## src/rtl/uart_pkg.sv

```systemverilog
// uart_pkg: shared UART state encoding and bit-timing helper
package uart_pkg;
  typedef enum logic [2:0] {IDLE, START, DATA, STOP, WAIT_IDLE} state_e;
  function automatic int clks_per_bit(input int clk_freq, input int baud_rate);
    return clk_freq / baud_rate;
  endfunction
endpackage

```

## src/rtl/uart_sync_2ff.sv

```systemverilog
// uart_sync_2ff: two-flop synchroniser for an asynchronous idle-high input
module uart_sync_2ff (
  input  logic i_Clock,
  input  logic i_Rst_L,
  input  logic i_D,
  output logic o_Q
);
  logic meta_q, sync_q;
  always_ff @(posedge i_Clock or negedge i_Rst_L)
    if (!i_Rst_L) begin
      meta_q <= 1'b1;
      sync_q <= 1'b1;
    end else begin
      meta_q <= i_D;
      sync_q <= meta_q;
    end
  assign o_Q = sync_q;
endmodule

```

## src/rtl/uart_rx.sv

```systemverilog
// uart_rx: 8N1 UART receiver with mid-bit sampling, valid strobe and framing-error strobe
module uart_rx
  import uart_pkg::*;
#(
  parameter int CLK_FREQ  = 25000000,
  parameter int BAUD_RATE = 115200
) (
  input  logic       i_Clock,
  input  logic       i_Rst_L,
  input  logic       i_RX_Serial,
  output logic       o_RX_DV,
  output logic [7:0] o_RX_Byte,
  output logic       o_RX_Active,
  output logic       o_RX_Frame_Err
);
  localparam int CPB = clks_per_bit(CLK_FREQ, BAUD_RATE);
  localparam int CW = $clog2(CPB) + 1;
  localparam logic [CW-1:0] HALF = CW'((CPB - 1) / 2);
  localparam logic [CW-1:0] LAST = CW'(CPB - 1);
  logic r_rx;
  state_e state_q, state_d;
  logic [CW-1:0] count_q, count_d;
  logic [2:0] idx_q, idx_d;
  logic [7:0] shift_q, shift_d, byte_q, byte_d;
  logic dv_q, dv_d, ferr_q, ferr_d, active_q, active_d;
  uart_sync_2ff u_sync (
    .i_Clock(i_Clock),
    .i_Rst_L(i_Rst_L),
    .i_D    (i_RX_Serial),
    .o_Q    (r_rx)
  );
  always_comb begin
    state_d = state_q;
    count_d = count_q;
    idx_d = idx_q;
    shift_d = shift_q;
    byte_d = byte_q;
    dv_d = 1'b0;
    ferr_d = 1'b0;
    active_d = active_q;
    case (state_q)
      IDLE: begin
        count_d = '0;
        state_d = r_rx ? IDLE : START;
        active_d = !r_rx;
      end
      START: begin
        count_d = (count_q == HALF) ? '0 : count_q + 1'b1;
        idx_d = '0;
        state_d = (count_q != HALF) ? START : r_rx ? IDLE : DATA;
        active_d = !(count_q == HALF && r_rx);
      end
      DATA:
        if (count_q == LAST) begin
          count_d = '0;
          shift_d[idx_q] = r_rx;
          idx_d = idx_q + 3'd1;
          state_d = (idx_q == 3'd7) ? STOP : DATA;
        end else
          count_d = count_q + 1'b1;
      STOP:
        if (count_q == LAST) begin
          count_d = '0;
          active_d = 1'b0;
          dv_d = r_rx;
          ferr_d = !r_rx;
          byte_d = r_rx ? shift_q : byte_q;
          state_d = r_rx ? IDLE : WAIT_IDLE;
        end else
          count_d = count_q + 1'b1;
      WAIT_IDLE: state_d = r_rx ? IDLE : WAIT_IDLE;
      default: begin
        state_d = IDLE;
        count_d = '0;
        active_d = 1'b0;
      end
    endcase
  end
  always_ff @(posedge i_Clock or negedge i_Rst_L)
    if (!i_Rst_L) begin
      state_q <= IDLE;
      count_q <= '0;
      idx_q <= '0;
      shift_q <= '0;
      byte_q <= '0;
      dv_q <= 1'b0;
      ferr_q <= 1'b0;
      active_q <= 1'b0;
    end else begin
      state_q <= state_d;
      count_q <= count_d;
      idx_q <= idx_d;
      shift_q <= shift_d;
      byte_q <= byte_d;
      dv_q <= dv_d;
      ferr_q <= ferr_d;
      active_q <= active_d;
    end
  assign o_RX_DV = dv_q;
  assign o_RX_Byte = byte_q;
  assign o_RX_Active = active_q;
  assign o_RX_Frame_Err = ferr_q;
endmodule

```

## config.mk

```make
export PLATFORM = sky130hd
export DESIGN_NAME = uart_rx
export DESIGN_NICKNAME = d
export VERILOG_FILES = /design/src/rtl/uart_pkg.sv /design/src/rtl/uart_sync_2ff.sv /design/src/rtl/uart_rx.sv
export SDC_FILE = /design/constraint.sdc
export NUM_CORES = 1
export LEC_CHECK = 0
export BUFFER_PORTS_ARGS = -buffer_cell sky130_fd_sc_hd__buf_2
export CAP_MARGIN = 20
export CORE_MARGIN = 2
export CORE_UTILIZATION = 50
export CTS_CLUSTER_DIAMETER = 50
export CTS_CLUSTER_SIZE = 14
export DETAILED_ROUTE_END_ITERATION = 8
export GPL_ROUTABILITY_DRIVEN = 1
export PLACE_DENSITY = 0.68
export SLEW_MARGIN = 20
export SYNTH_ARGS = -nofsm -noshare
export SYNTH_HDL_FRONTEND = slang
export SYNTH_SLANG_ARGS = --single-unit
```

## constraint.sdc

```tcl
create_clock -name i_Clock -period 3.6 [get_ports i_Clock]
set_input_delay 0.9 -clock i_Clock [delete_from_list [all_inputs] [get_ports i_Clock]]
set_output_delay 0.9 -clock i_Clock [all_outputs]
set_load 0.02 [all_outputs]
```

==> results_dict.tcl <==
set metrics [dict create \
    cp.required_ns 3.74 \
    cts_tree "built" \
    die_h_microns 64.6 \
    worstPathMaxFanout 11 \
    synth_xor_area_frac 0 \
    core_area_sq_mm 0.00361 \
    fin_crit_sh 0.628 \
    fin_crit_ns 2.26 \
    synth.top_cell.area_share 0.463 \
    ctsHoldBuffers 0 \
    setup_tns_ns 0 \
    synth-seq-cells 36 \
    hold_viol 0 \
    p_total_mw 0.760 \
    cts.clk_slew.worst_paths_ns 0.07 \
    yosysTopAreaCell "dfrtp_1" \
    start_util 0.510 \
    p_leak_nw 1.00 \
    grt_overflow 0 \
    root_buffer "clkbuf_8" \
    fmax_ghz 0.442 \
    netlist_top_cells_area "dfrtp_1, mux2_1, mux2_2" \
    port-buffer-count 13 \
    vias_per_cell 5.68 \
    hp-class "flip-flop to flip-flop" \
    nNetsFinal 186 \
    synth_nets 175 \
    syn_to_final_growth_pct 10.3 \
    synth_area_per_cell_sq_um 10.9 \
    htreeDepth 2 \
    clk_latency_ns 0.28 \
    layout_common_cells "dfrtp_1, nand2_1, buf_2" \
    clk_path_buf_depth 2 \
    synth_compound_area_frac 0.109 \
    cts_made_buffers 5 \
    vias 1296 \
    routed_wl_microns 3380 \
    crit_slowest_cell "nor2_1" \
    pwr_density_cell_mw_per_mm2 375 \
    setup_viol 0 \
    whs_ns 0.360 \
    firstDrtPassIters 4 \
    ios 14 \
    cts_resized 0 \
    startpoint_type "flip-flop" \
    cts.sinks 36 \
    synth_flop_cell "dfrtp_1" \
    crit_type "flip-flop to flip-flop" \
    antenna_found_initial 0 \
    synthCells 168 \
    drive_gt1_frac 0.217 \
    async_flop_share 1.00 \
    synthMuxAreaShare 0.109 \
    yosysSeqAreaShare 0.491 \
    yosysUniqueCellTypes 48 \
    die_w_microns 64.6 \
    synthAdderAreaFrac 0.0272 \
    row_count 22 \
    critPathArrivalTime_ns 2.40 \
    critPathTopFamily "simple AND/OR/NAND/NOR gates" \
    status "finished clean" \
    drv_slew 0 \
    synth_top_family_by_area "simple AND/OR/NAND/NOR gates" \
    gp_congestion 0.839 \
    drc 0 \
    end_kind "flip-flop" \
    grtUsageTotal 0.192 \
    syn-cell-area_sq_mm 0.00184 \
    multi_input_area_sq_um 872 \
    layout_commonest_cell "dfrtp_1" \
    synth_edf_count 0 \
    drt-initial-drc-count 77 \
    grt_max_degree 37 \
    ant_nets 0 \
    slew_headroom 0.488 \
    grt_pass1_wl_microns 6120 \
    clock_skew_ns 0.00463 \
    synth-simple-area-share 0.229 \
    cpPeakStageDelay_ns 0.46 \
    synth_warnings 0 \
    seqCellArea_sq_um 903 \
    grt_setup_unrepaired "false" \
    dp_hpwl_microns 2400 \
    post_cts_buffers 0 \
    ir_worst_vdd_uv 215 \
    wl_per_cell_microns 14.8 \
    worstMarginPinSlew_ns 0.767 \
    crit_buf_inv 1 \
    grt_pass1_vias 1284 \
    fillers 316 \
    num_antenna_cells 0 \
    dieArea_sq_mm 0.00418 \
    drv_cap 0 \
    path_cells "inv_1 -> ha_1 -> nor4b_1 -> a21oi_1 -> nor2_1 -> o221ai_1" \
]
[registers in the layout (all words and copies together) (netlist names)]
| register | count |
|---|---|
| count_q | 9 |
| o_RX_Byte | 8 |
| shift_q | 8 |
| idx_q | 3 |
| state_q | 3 |
| o_RX_Active | 1 |
| o_RX_DV | 1 |
| o_RX_Frame_Err | 1 |
| u_sync.meta_q | 1 |
| u_sync.o_Q | 1 |
[kinds of logic after synthesis]
logic type | Yosys count
simple gates | 64
flops | 36
compound gates | 32
mux | 18
buf+inv | 14
fa+ha+maj | 4
[worst paths after layout]
| kind | startpoint | endpoint | slack [ns] | depth (start not counted) |
|---|---|---|---|---|
| worst max-delay path | count_q[0] | count_q[4] | 1.34 | 6 |
| worst min-delay path | u_sync.meta_q | u_sync.o_Q | 0.36 | 0 |
| worst max register to register | count_q[0] | count_q[4] | 1.34 | 6 |
| worst min register to register | u_sync.meta_q | u_sync.o_Q | 0.36 | 0 |
| max in group asynchronous | i_Rst_L | count_q[1] | 2.43 | 1 |
| min in group asynchronous | i_Rst_L | o_RX_Byte[4] | 0.68 | 1 |
[stage by stage]
step                      setup slack [ns]  instances  utilization  instance area (sq um)
after floorplan                       1.72        168            -                   1840
after global placement                1.49        220        0.532                   1920
after detailed placement              1.36        220        0.532                   1920
after CTS                             1.34        228        0.562                   2030
after global routing                  1.14        228        0.562                   2030
final                                 1.34        228        0.562                   2030
[report_power, final]
group	total, mW	leakage, nW	switching [mW]	internal [mW]
Clock	0.342	0.0552	0.137	0.205
Combinational	0.00937	0.472	0.00796	0.00141
Sequential	0.409	0.476	0.00218	0.406
[layer usage]
layer | vias up | share of wire | global-route usage
li1 | 635 | - | -
met1 | 634 | 0.45 | 0.238
met2 | 19 | 0.50 | 0.331
met3 | 8 | 0.028 | 0.0365
met4 | 0 | 0.020 | 0.0798
met5 | - | 0 | 0
[worst register-to-register path, stage by stage (launching register included)]
cell and delay [ns]:
dfrtp_1 0.41, inv_1 0.11, ha_1 0.23, nor4b_1 0.38, a21oi_1 0.32, nor2_1 0.46
o221ai_1 0.20
[Yosys cell counts (3+ instances only)]
cell type  number
nand2_1        17
ha_1            4
nor3_1          3
nand4b_1        3
nor2b_1         4
o211ai_1        4
dfrtp_1        34
clkbuf_1        3
a21oi_1         7
mux2_2          8
o21ai_0        11
mux2_1          8
nand3_1         6
inv_1           5
nor2_1          9
[final cells by class]
cell class,count,area share
Inverter,5,0.00926
Sequential cell,36,0.446
Multi-Input combinational cell,118,0.430
Clock inverter,2,0.0173
Clock buffer,6,0.0358
Tap cell,48,0.0296
Timing Repair Buffer,13,0.0321
(Power assumes the default switching activity.)
